### config.mk
export PLATFORM = sky130hd
export DESIGN_NAME = neo_seq_ctrl_flat
export DESIGN_NICKNAME = d
export VERILOG_FILES = /design/src/rtl/neo_pkg.sv /design/src/rtl/neo_seq_ctrl_if.sv /design/src/rtl/neo_core.sv /design/src/rtl/neo_seq_ctrl.sv /design/src/flat_wrapper.sv
export SDC_FILE = /design/constraint.sdc
export NUM_CORES = 2
export LEC_CHECK = 0
export BUFFER_PORTS_ARGS = -buffer_cell sky130_fd_sc_hd__buf_2
export CAP_MARGIN = 15
export CORE_MARGIN = 4
export CORE_UTILIZATION = 45
export CTS_CLUSTER_DIAMETER = 80
export DETAILED_ROUTE_END_ITERATION = 7
export HOLD_SLACK_MARGIN = 0.1
export PLACE_DENSITY = 0.72
export SLEW_MARGIN = 20
export SYNTH_ARGS = -nofsm -noshare
export SYNTH_HDL_FRONTEND = slang
export SYNTH_HIERARCHICAL = 1
export SYNTH_SLANG_ARGS = --single-unit
### constraint.sdc
create_clock -name Clk -period 20.3 [get_ports Clk]
set_input_delay 2.03 -clock Clk [delete_from_list [all_inputs] [get_ports Clk]]
set_output_delay 2.03 -clock Clk [all_outputs]
set_load 0.05 [all_outputs]
### src/rtl/neo_pkg.sv
// Shared types and helpers for the NEO frame sequencer.
package neo_pkg;

  typedef enum logic [1:0] {
    IDLE  = 2'd0,
    READ  = 2'd1,
    DRAIN = 2'd2
  } neo_state_t;

  // Number of taps in the x[n-1], x[n], x[n+1] window.
  localparam int unsigned NEO_PIPE_DEPTH = 3;

  // Address width for a frame of m samples; one spare bit above $clog2(m).
  function automatic int neo_aw(input int m);
    return $clog2(m) + 1;
  endfunction

endpackage

### src/rtl/neo_seq_ctrl_if.sv
// Host / sample-memory / result-memory signals of the NEO sequencer.
interface neo_seq_ctrl_if #(
  parameter int N  = 16,
  parameter int AW = 5
);
  logic                 start;
  logic                 abort;
  logic [AW-1:0]        raddr;
  logic signed [N-1:0]  rdata;
  logic                 we;
  logic [AW-1:0]        waddr;
  logic signed [N-1:0]  wdata;
  logic                 busy;
  logic                 done;

  // Host and memory side: issues start/abort, returns read data.
  modport master (
    output start, abort, rdata,
    input  raddr, we, waddr, wdata, busy, done
  );

  // Sequencer side.
  modport slave (
    input  start, abort, rdata,
    output raddr, we, waddr, wdata, busy, done
  );
endinterface

### src/rtl/neo_core.sv
// Registered NEO arithmetic: psi = x1^2 - x0*x2, arithmetic shift, saturate to N bits.
module neo_core #(
  parameter int N     = 16,
  parameter int SHIFT = 0
) (
  input  logic                clk,
  input  logic                rst,
  input  logic signed [N-1:0] x0,
  input  logic signed [N-1:0] x1,
  input  logic signed [N-1:0] x2,
  input  logic                in_valid,
  output logic signed [N-1:0] psi_sat,
  output logic                out_valid
);

  localparam logic signed [2*N:0] MAX_V = {{(N+2){1'b0}}, {(N-1){1'b1}}};
  localparam logic signed [2*N:0] MIN_V = {{(N+2){1'b1}}, {(N-1){1'b0}}};

  logic signed [2*N-1:0] x0_ext;
  logic signed [2*N-1:0] x1_ext;
  logic signed [2*N-1:0] x2_ext;
  logic signed [2*N-1:0] sq;
  logic signed [2*N-1:0] xp;
  logic signed [2*N:0]   psi;
  logic signed [2*N:0]   psi_sh;
  logic signed [N-1:0]   sat;

  // Full-precision energy term, then scale and clamp into the result width.
  always_comb begin
    x0_ext = {{N{x0[N-1]}}, x0};
    x1_ext = {{N{x1[N-1]}}, x1};
    x2_ext = {{N{x2[N-1]}}, x2};
    sq     = x1_ext * x1_ext;
    xp     = x0_ext * x2_ext;
    psi    = {sq[2*N-1], sq} - {xp[2*N-1], xp};
    psi_sh = psi >>> SHIFT;
    if (psi_sh > MAX_V) begin
      sat = MAX_V[N-1:0];
    end else if (psi_sh < MIN_V) begin
      sat = MIN_V[N-1:0];
    end else begin
      sat = psi_sh[N-1:0];
    end
  end

  // Output register; result is forced to zero whenever it is not valid.
  always_ff @(posedge clk) begin
    if (rst) begin
      out_valid <= 1'b0;
      psi_sat   <= '0;
    end else begin
      out_valid <= in_valid;
      psi_sat   <= in_valid ? sat : '0;
    end
  end

endmodule

### src/rtl/neo_seq_ctrl.sv
// Frame sequencer: streams M samples, forms the 3-tap window and writes psi[1..M-2].
module neo_seq_ctrl
  import neo_pkg::*;
#(
  parameter int N     = 16,
  parameter int M     = 16,
  parameter int SHIFT = 0
) (
  input  logic          Clk,
  input  logic          reset,
  neo_seq_ctrl_if.slave bus
);

  localparam int AW = neo_aw(M);
  localparam int CW = $clog2(NEO_PIPE_DEPTH + 1);
  localparam logic [AW-1:0] LAST_ADDR = AW'(M - 1);
  localparam logic [CW-1:0] CNT_FULL  = CW'(NEO_PIPE_DEPTH);
  localparam logic [CW-1:0] CNT_PRIME = CW'(NEO_PIPE_DEPTH - 1);

  if (M < 3) begin : g_bad_m
    $error("neo_seq_ctrl: M must be >= 3");
  end

  neo_state_t state;
  neo_state_t state_next;

  logic                frame_start;
  logic                frame_kill;
  logic                last_addr;
  logic                drain_empty;

  logic [AW-1:0]       rd_addr;
  logic                rd_pend;

  logic signed [N-1:0] win [NEO_PIPE_DEPTH];
  logic [CW-1:0]       win_cnt;
  logic                win_fresh;

  logic [AW-1:0]       res_idx;
  logic [AW-1:0]       wr_addr;
  logic                done_q;

  logic                core_in_valid;
  logic                core_valid;
  logic signed [N-1:0] core_psi;

  // Next-state decode; abort only matters once a frame is running.
  always_comb begin
    state_next  = state;
    frame_start = 1'b0;
    frame_kill  = 1'b0;
    last_addr   = (rd_addr == LAST_ADDR);
    drain_empty = !rd_pend && !win_fresh;
    unique case (state)
      IDLE: begin
        if (bus.start) begin
          state_next  = READ;
          frame_start = 1'b1;
        end
      end
      READ: begin
        if (bus.abort) begin
          state_next = IDLE;
          frame_kill = 1'b1;
        end else if (last_addr) begin
          state_next = DRAIN;
        end
      end
      DRAIN: begin
        if (bus.abort) begin
          state_next = IDLE;
          frame_kill = 1'b1;
        end else if (drain_empty) begin
          state_next = IDLE;
        end
      end
      default: state_next = IDLE;
    endcase
  end

  // State register.
  always_ff @(posedge Clk) begin
    if (reset) begin
      state <= IDLE;
    end else begin
      state <= state_next;
    end
  end

  // Read address counter; rd_pend marks the cycle rdata belongs to this frame.
  always_ff @(posedge Clk) begin
    if (reset) begin
      rd_addr <= '0;
      rd_pend <= 1'b0;
    end else begin
      rd_pend <= (state == READ) && !bus.abort;
      if ((state == READ) && !bus.abort && !last_addr) begin
        rd_addr <= rd_addr + AW'(1);
      end else begin
        rd_addr <= '0;
      end
    end
  end

  // Sample window; emptied at every frame start and on abort so frames never mix.
  always_ff @(posedge Clk) begin
    if (reset || frame_start || frame_kill) begin
      win       <= '{default: '0};
      win_cnt   <= '0;
      win_fresh <= 1'b0;
    end else if (rd_pend) begin
      for (int unsigned i = 0; i < NEO_PIPE_DEPTH - 1; i++) begin
        win[i] <= win[i+1];
      end
      win[NEO_PIPE_DEPTH-1] <= bus.rdata;
      win_cnt   <= (win_cnt == CNT_FULL) ? win_cnt : win_cnt + CW'(1);
      win_fresh <= (win_cnt >= CNT_PRIME);
    end else begin
      win_fresh <= 1'b0;
    end
  end

  assign core_in_valid = win_fresh && !frame_kill;

  neo_core #(
    .N     (N),
    .SHIFT (SHIFT)
  ) u_core (
    .clk       (Clk),
    .rst       (reset),
    .x0        (win[0]),
    .x1        (win[1]),
    .x2        (win[2]),
    .in_valid  (core_in_valid),
    .psi_sat   (core_psi),
    .out_valid (core_valid)
  );

  // Result index travels alongside the core register so it lines up with psi.
  always_ff @(posedge Clk) begin
    if (reset || frame_start) begin
      res_idx <= AW'(1);
      wr_addr <= '0;
    end else if (core_in_valid) begin
      res_idx <= res_idx + AW'(1);
      wr_addr <= res_idx;
    end
  end

  // Done fires the cycle after the drain completes without an abort.
  always_ff @(posedge Clk) begin
    if (reset) begin
      done_q <= 1'b0;
    end else begin
      done_q <= (state == DRAIN) && !bus.abort && drain_empty;
    end
  end

  assign bus.raddr = rd_addr;
  assign bus.we    = core_valid;
  assign bus.waddr = core_valid ? wr_addr : '0;
  assign bus.wdata = core_valid ? core_psi : '0;
  assign bus.busy  = (state != IDLE);
  assign bus.done  = done_q;

endmodule

### src/flat_wrapper.sv
// flat-port wrapper written by rule: the top's interface ports become plain ports
module neo_seq_ctrl_flat import neo_pkg::*;
#(
  parameter int N     = 16,
  parameter int M     = 16,
  parameter int SHIFT = 0
)
  (Clk, reset, bus_start, bus_abort, bus_rdata, bus_raddr, bus_we, bus_waddr, bus_wdata, bus_busy, bus_done);
  neo_seq_ctrl_if #(.N(N), .AW((neo_aw(M)))) bus_i ();
  input  logic Clk;
  input  logic reset;
  input wire logic [$bits(bus_i.start)-1:0] bus_start;
  input wire logic [$bits(bus_i.abort)-1:0] bus_abort;
  input wire logic [$bits(bus_i.rdata)-1:0] bus_rdata;
  output wire logic [$bits(bus_i.raddr)-1:0] bus_raddr;
  output wire logic [$bits(bus_i.we)-1:0] bus_we;
  output wire logic [$bits(bus_i.waddr)-1:0] bus_waddr;
  output wire logic [$bits(bus_i.wdata)-1:0] bus_wdata;
  output wire logic [$bits(bus_i.busy)-1:0] bus_busy;
  output wire logic [$bits(bus_i.done)-1:0] bus_done;
  assign bus_i.start = bus_start;
  assign bus_i.abort = bus_abort;
  assign bus_i.rdata = bus_rdata;
  assign bus_raddr = bus_i.raddr;
  assign bus_we = bus_i.we;
  assign bus_waddr = bus_i.waddr;
  assign bus_wdata = bus_i.wdata;
  assign bus_busy = bus_i.busy;
  assign bus_done = bus_i.done;
  neo_seq_ctrl #(.N(N), .M(M), .SHIFT(SHIFT)) u_core (.Clk(Clk), .reset(reset), .bus(bus_i));
endmodule
### Yosys cells after proc, flatten, opt, wreduce, memory -nomap -nowiden

Index checks and enable logic that the tools add are counted.

* $add $sub $neg: 4
* multiply operators: 2
* div/mod/pow operators: 0
* magnitude comparators: 3
* equality and inequality tests: 7
* shift-type cells: 0
* mux-type cells: 14
* bitwise gates (word level): 4
* reduce and logical (&&, ||, !) cells: 22

Operators with widths (number)
* $mul A16 B16 Y32: 2
* $gt A33 B16 Y1 const B: 1
* $lt A33 B16 Y1 const B: 1
* $sub A32 B32 Y33: 1
* $mux W16: 2
* $mux W15: 1
* $add A5 B1 Y5 const B: 2
* $mux W2: 5
* $reduce_or A2 Y1: 4
* $logic_and A1 B1 Y1: 6
* $ne A3 B2 Y1 const B: 2
* $pmux W2 S3: 1
* $eq A5 B4 Y1 const B: 1
* $logic_not A1 Y1: 5
* $mux W5: 1
* $eq A2 B2 Y1 const B: 2
* $mux W1: 4
* $not A1 Y1: 4
* $reduce_and A3 Y1: 1
* $reduce_or A3 Y1: 1
* $add A2 B1 Y2 const B: 1
* $eq A2 B1 Y1 const B: 1
* $ge A2 B2 Y1 const B: 1
* $logic_not A2 Y1: 1
* 4 further kinds: 5

* bits in registers: 87
* latch bits: 0
* RAM bits: 0
* bits in read-only memories: 0
* input port bits: 20
* output and inout port bits: 29
* memories: 0

### Logic depth before layout (Yosys ltp)

* depth in word-level cells: 7
* gate-level depth with buffers: 31
* mapped depth without buffers: 28

### Cells and area by module

Netlist, hierarchy kept.

By module, submodules not included
* neo_core: times used 1, cells an instance 2210, area each 20557.2 µm²
* neo_seq_ctrl: times used 1, cells an instance 282, area each 2786.4 µm²

### Worst setup path after synthesis

No wires, ideal clock.

* kind: flip-flop to flip-flop
* start point: register u_core/win[47] (netlist bit)
* end point: register u_core.u_core.psi_sat[12]
* library setup time: 0.139 ns
* arrival: 8.071 ns
* required time: 20.161 ns
* path slack: 12.090 ns
* cell stages (with the launch flop): 27
* path buffers: 3
* clock period less this slack: 8.210 ns
* path through: dfxtp_1 > clkbuf_1 > nand2_1 > fa_1 > fa_1 > inv_1 > fa_1 > inv_1 > fa_1 > fa_1 > fa_1 > fa_1 > inv_1 > fa_1 > inv_1 > ha_1 > buf_2 > a211oi_2 > o21bai_2 > a211o_1 > or4_1 > nand4_1 > nor3b_1 > nand4_2 > o41ai_4 > buf_6 > a21oi_1

* word-level cells in the longest chain between the ends: 5
* elaborated cells between the ends (all ways): 6
* classes of those cells: 1 x add/sub; 1 x mul; 2 x order compare; 2 x mux

RTL lines
* from (decl): RTL line neo_seq_ctrl.sv:35 `logic signed [N-1:0] win [NEO_PIPE_DEPTH];`
* from (signal, indexed assignment): RTL line neo_seq_ctrl.sv:113 `win[i] <= win[i+1];`
* from (signal, indexed assignment): RTL line neo_seq_ctrl.sv:115 `win[NEO_PIPE_DEPTH-1] <= bus.rdata;`
* $mul A16 B16 Y32 *: RTL line neo_core.sv:34 `xp = x0_ext * x2_ext;`
* $sub A32 B32 Y33 *: RTL line neo_core.sv:35 `psi = {sq[2*N-1], sq} - {xp[2*N-1], xp};`
* $lt A33 B16 Y1: RTL line neo_core.sv:39 `end else if (psi_sh < MIN_V) begin`
* $mux W16: RTL line neo_core.sv:39
* $mux W15 *: RTL line neo_core.sv:37 `if (psi_sh > MAX_V) begin`
* to (signal assigned): RTL line neo_core.sv:53 `psi_sat <= in_valid ? sat : '0;`
* to (decl): RTL line neo_core.sv:12 `output logic signed [N-1:0] psi_sat,`

Mark *: on every way between the ends. The rest lies on a longest branch, timed or not.
A chain may end at the register's enable or synchronous reset.

### Worst setup path in the final report

* start point: register u_core/win[31] (netlist bit)
* end point: register u_core.u_core.psi_sat[1]

* word-level cells in the longest chain between the ends: 5
* elaborated cells between the ends (all ways): 6
* classes of those cells: 1 x add/sub; 1 x mul; 2 x order compare; 2 x mux

RTL lines
* $mul A16 B16 Y32 *: RTL line neo_core.sv:33 `sq = x1_ext * x1_ext;`
* $sub A32 B32 Y33 *: RTL line neo_core.sv:35
* $lt A33 B16 Y1: RTL line neo_core.sv:39
* $mux W16: RTL line neo_core.sv:39
* $mux W15 *: RTL line neo_core.sv:37

Marks and branches as above.

==> reports/results.tsv <==
metric	value	unit
multi_input_comb_area	18600	um2
syn_nets	3248	
synthCells	2492	
hold_class	flip-flop to flip-flop	
synth_seq_area_share	0.0746	
syn-cell-area	23300	um2
cts_tree	yes	
fillers	4734	
finalSetupTns	0	ns
postCtsSetupBuffers	0	
synthToLayoutAreaGrowth	5.08	%
critPathKind	flip-flop to flip-flop	
end_kind	flip-flop	
fin_ws	10.56	ns
die_h	236	um
design_power_total	686	uW
grt_max_degree	52	
slew-limit-headroom	0.309	
power.density_cell_area	28.0	nW/um2
cp_max_fo	18	
nets	3238	
fin_skew	0.0135	ns
utilization	0.478	
place_ws	10.59	ns
first_iter_violations	856	
finalCritPeriodShare	0.480	
initial_core_util	0.455	
placeableCoreArea	51300	um2
holdPathEnd	u_core/bus.done	
cap_violations	0	
cts.sinks	87	
grt_first_pass_wirelength	91900	um
clk_path_buf_depth	2	
worst_pin_slew	1.03	ns
post-route-min-period	9.74	ns
ctsHoldBuffers	0	
hold_path_depth	1	
wl	55000	um
start_kind	flip-flop	
diodes	0	
required	20.51	ns
htreeDepth	3	
clk_latency	0.38	ns
crit_arrival	9.95	ns
ioPinCount	49	
synth_area_leader_cell	fa_1	
rows	83	
whs	0.436	ns
cts_root_buffer	clkbuf_16	
synth-seq-cells	87	
final_hold_viol_count	0	
yosysUniqueCellTypes	69	
vdd_drop_max	0.0381	mV
grt_pass1_vias	18000	
synth_ff_type	dfxtp_1	
num_vias	16200	
drc	0	
first_pass_iters	5	
fmax	103	MHz
reg2reg_setup_slack	10.56	ns
die_area	55600	um2
layout-drive-gt1-share	0.0446	
yosysTopAreaCellShare	0.479	
ctsResizeCount	0	
slew_violations	0	
grt-ovfl-total	0	
antenna_found_initial	0	
wl_per_cell	17.4	um
place_congestion	0.899	
track_usage	0.205	
ant_nets	0	
synth_edf_count	0	
rsz0062_at_grt	no	
timing.rr.end	u_core/u_core/psi_sat[1]	
cts_inserted_buffers	9	
yosys_warnings	6	
io_buffers	48	
power.leakage	0.0117	uW
hold_start	u_core/rd_pend	
timing.rr.start	u_core/win[31]	
die_w	236	um
syn_area_per_cell	9.37	um2
seq_area	1740	um2
setup_viol	0	
outcome	finished, final reports clean	
cts.clk_slew.worst_paths	0.07	ns
dp_hpwl	46400	um
ff2ff_path_depth	25	
synth_area_leaders	fa_1 48%, inv_1 11%, ha_1 9.5%, dfxtp_1 7.5%, and2_1 4.9%	
viasPerCell	5.11	
async_reset_ff_frac	0	
[stage by stage]
stage / cell area, um2 / std cells
3_5_place_dp: 24200 / 3151
4_1_cts: 24500 / 3167
3_3_place_gp: 24200 / 3151
5_1_grt: 24500 / 3167
2_1_floorplan: 23300 / 2492
6_report: 24500 / 3167
[synthesized netlist by cell type, types with 6 or more instances]
master / n
inv_1: 708
fa_1: 558
nand2_1: 225
and2_1: 182
ha_1: 178
nor2_1: 105
dfxtp_1: 87
clkbuf_1: 61
mux2i_1: 54
a21oi_1: 43
xnor2_1: 37
nor2b_1: 19
o21ai_0: 19
a21o_1: 18
buf_2: 16
xor2_1: 15
nand2b_1: 14
a21oi_2: 11
nand3_1: 11
a211oi_1: 10
nand4_1: 10
nor3_1: 10
o211ai_1: 9
and3_1: 6
o21a_1: 6
[layout make-up]
cell class,instances,share of cell area
repair buffers,60,0.0135
flip-flops and latches,87,0.0711
clock inverters,7,0.00464
well taps,680,0.0347
multi-input cells,1614,0.758
inverters,710,0.109
clock buffers,9,0.00918
[critical path: stages (launching register included)]
cell and delay [ns]:
dfxtp_1 0.70, clkinv_1 0.67, nor2_1 0.29, fa_1 0.24
inv_1 0.15, fa_1 0.58, inv_1 0.08, fa_1 0.83
inv_1 0.24, fa_1 0.53, inv_1 0.06, fa_1 0.48
fa_1 0.50, fa_1 0.49, inv_1 0.05, fa_1 0.47
inv_1 0.04, ha_1 0.37, a21oi_1 0.26, o21ai_0 0.28
or4_1 0.57, nand4_1 0.13, nor3b_1 0.27, nand4_2 0.17
o41ai_4 0.94, a21oi_1 0.17
[routing by layer]
| layer | vias to the layer above | wire length, um | GRT usage |
|---|---|---|---|
| li1 | 7268 | - | - |
| met5 | - | 0 | 0 |
| met4 | 0 | 2350 | 0.0872 |
| met1 | 8330 | 21600 | 0.256 |
| met2 | 444 | 28900 | 0.365 |
| met3 | 128 | 2180 | 0.0198 |
[placed cells by master, fill, tap and decap left out, drive strengths merged, types with 54 or more instances in the layout]
| master | count |
|---|---|
| dfxtp | 87 |
| and2 | 182 |
| nand2 | 225 |
| ha | 178 |
| a21oi | 54 |
| fa | 558 |
| inv | 712 |
| nor2 | 105 |
| buf | 60 |
| mux2i | 54 |
[how the worst max path moves through the flow]
stage | from | endpoint | slack (ns) | depth (start not counted)
after floorplan | u_core/win[47] | u_core/u_core/psi_sat[12] | 12.09 | 26
after global placement | u_core/win[31] | u_core/u_core/psi_sat[1] | 11.01 | 25
after detailed placement | u_core/win[31] | u_core/u_core/psi_sat[1] | 10.59 | 25
after CTS | u_core/win[31] | u_core/u_core/psi_sat[1] | 10.54 | 25
after global routing | u_core/win[31] | u_core/u_core/psi_sat[0] | 9.86 | 25
final | u_core/win[31] | u_core/u_core/psi_sat[1] | 10.56 | 25
[report_power, final]
group	internal, uW	switching (uW)	leakage, uW
clock	111	82.3	0.000165
sequential	173	8.38	0.000702
combinational	120	191	0.0109
[registers in the layout, summed over array words and instances (netlist names)]
signal	cells
u_core/win_fresh	1
u_core/win	48
u_core/bus.raddr	5
u_core/res_idx	5
u_core/rd_pend	1
u_core/u_core/out_valid	1
u_core/bus.done	1
u_core/u_core/psi_sat	16
u_core/wr_addr	5
u_core/state	2
u_core/win_cnt	2
[kinds of logic (layout without fill, tap and decap cells)]
| family | count (synthesis) | count (layout) | synth area share |
|---|---|---|---|
| compound gates | 163 | 163 | 0.0500 |
| simple gates | 606 | 606 | 0.128 |
| flops | 87 | 87 | 0.0746 |
| mux | 57 | 57 | 0.0249 |
| buf+inv | 791 | 786 | 0.129 |
| fa+ha+maj | 736 | 736 | 0.574 |
| xor+xnor | 52 | 52 | 0.0195 |
Power figures use the tool's default switching activity.
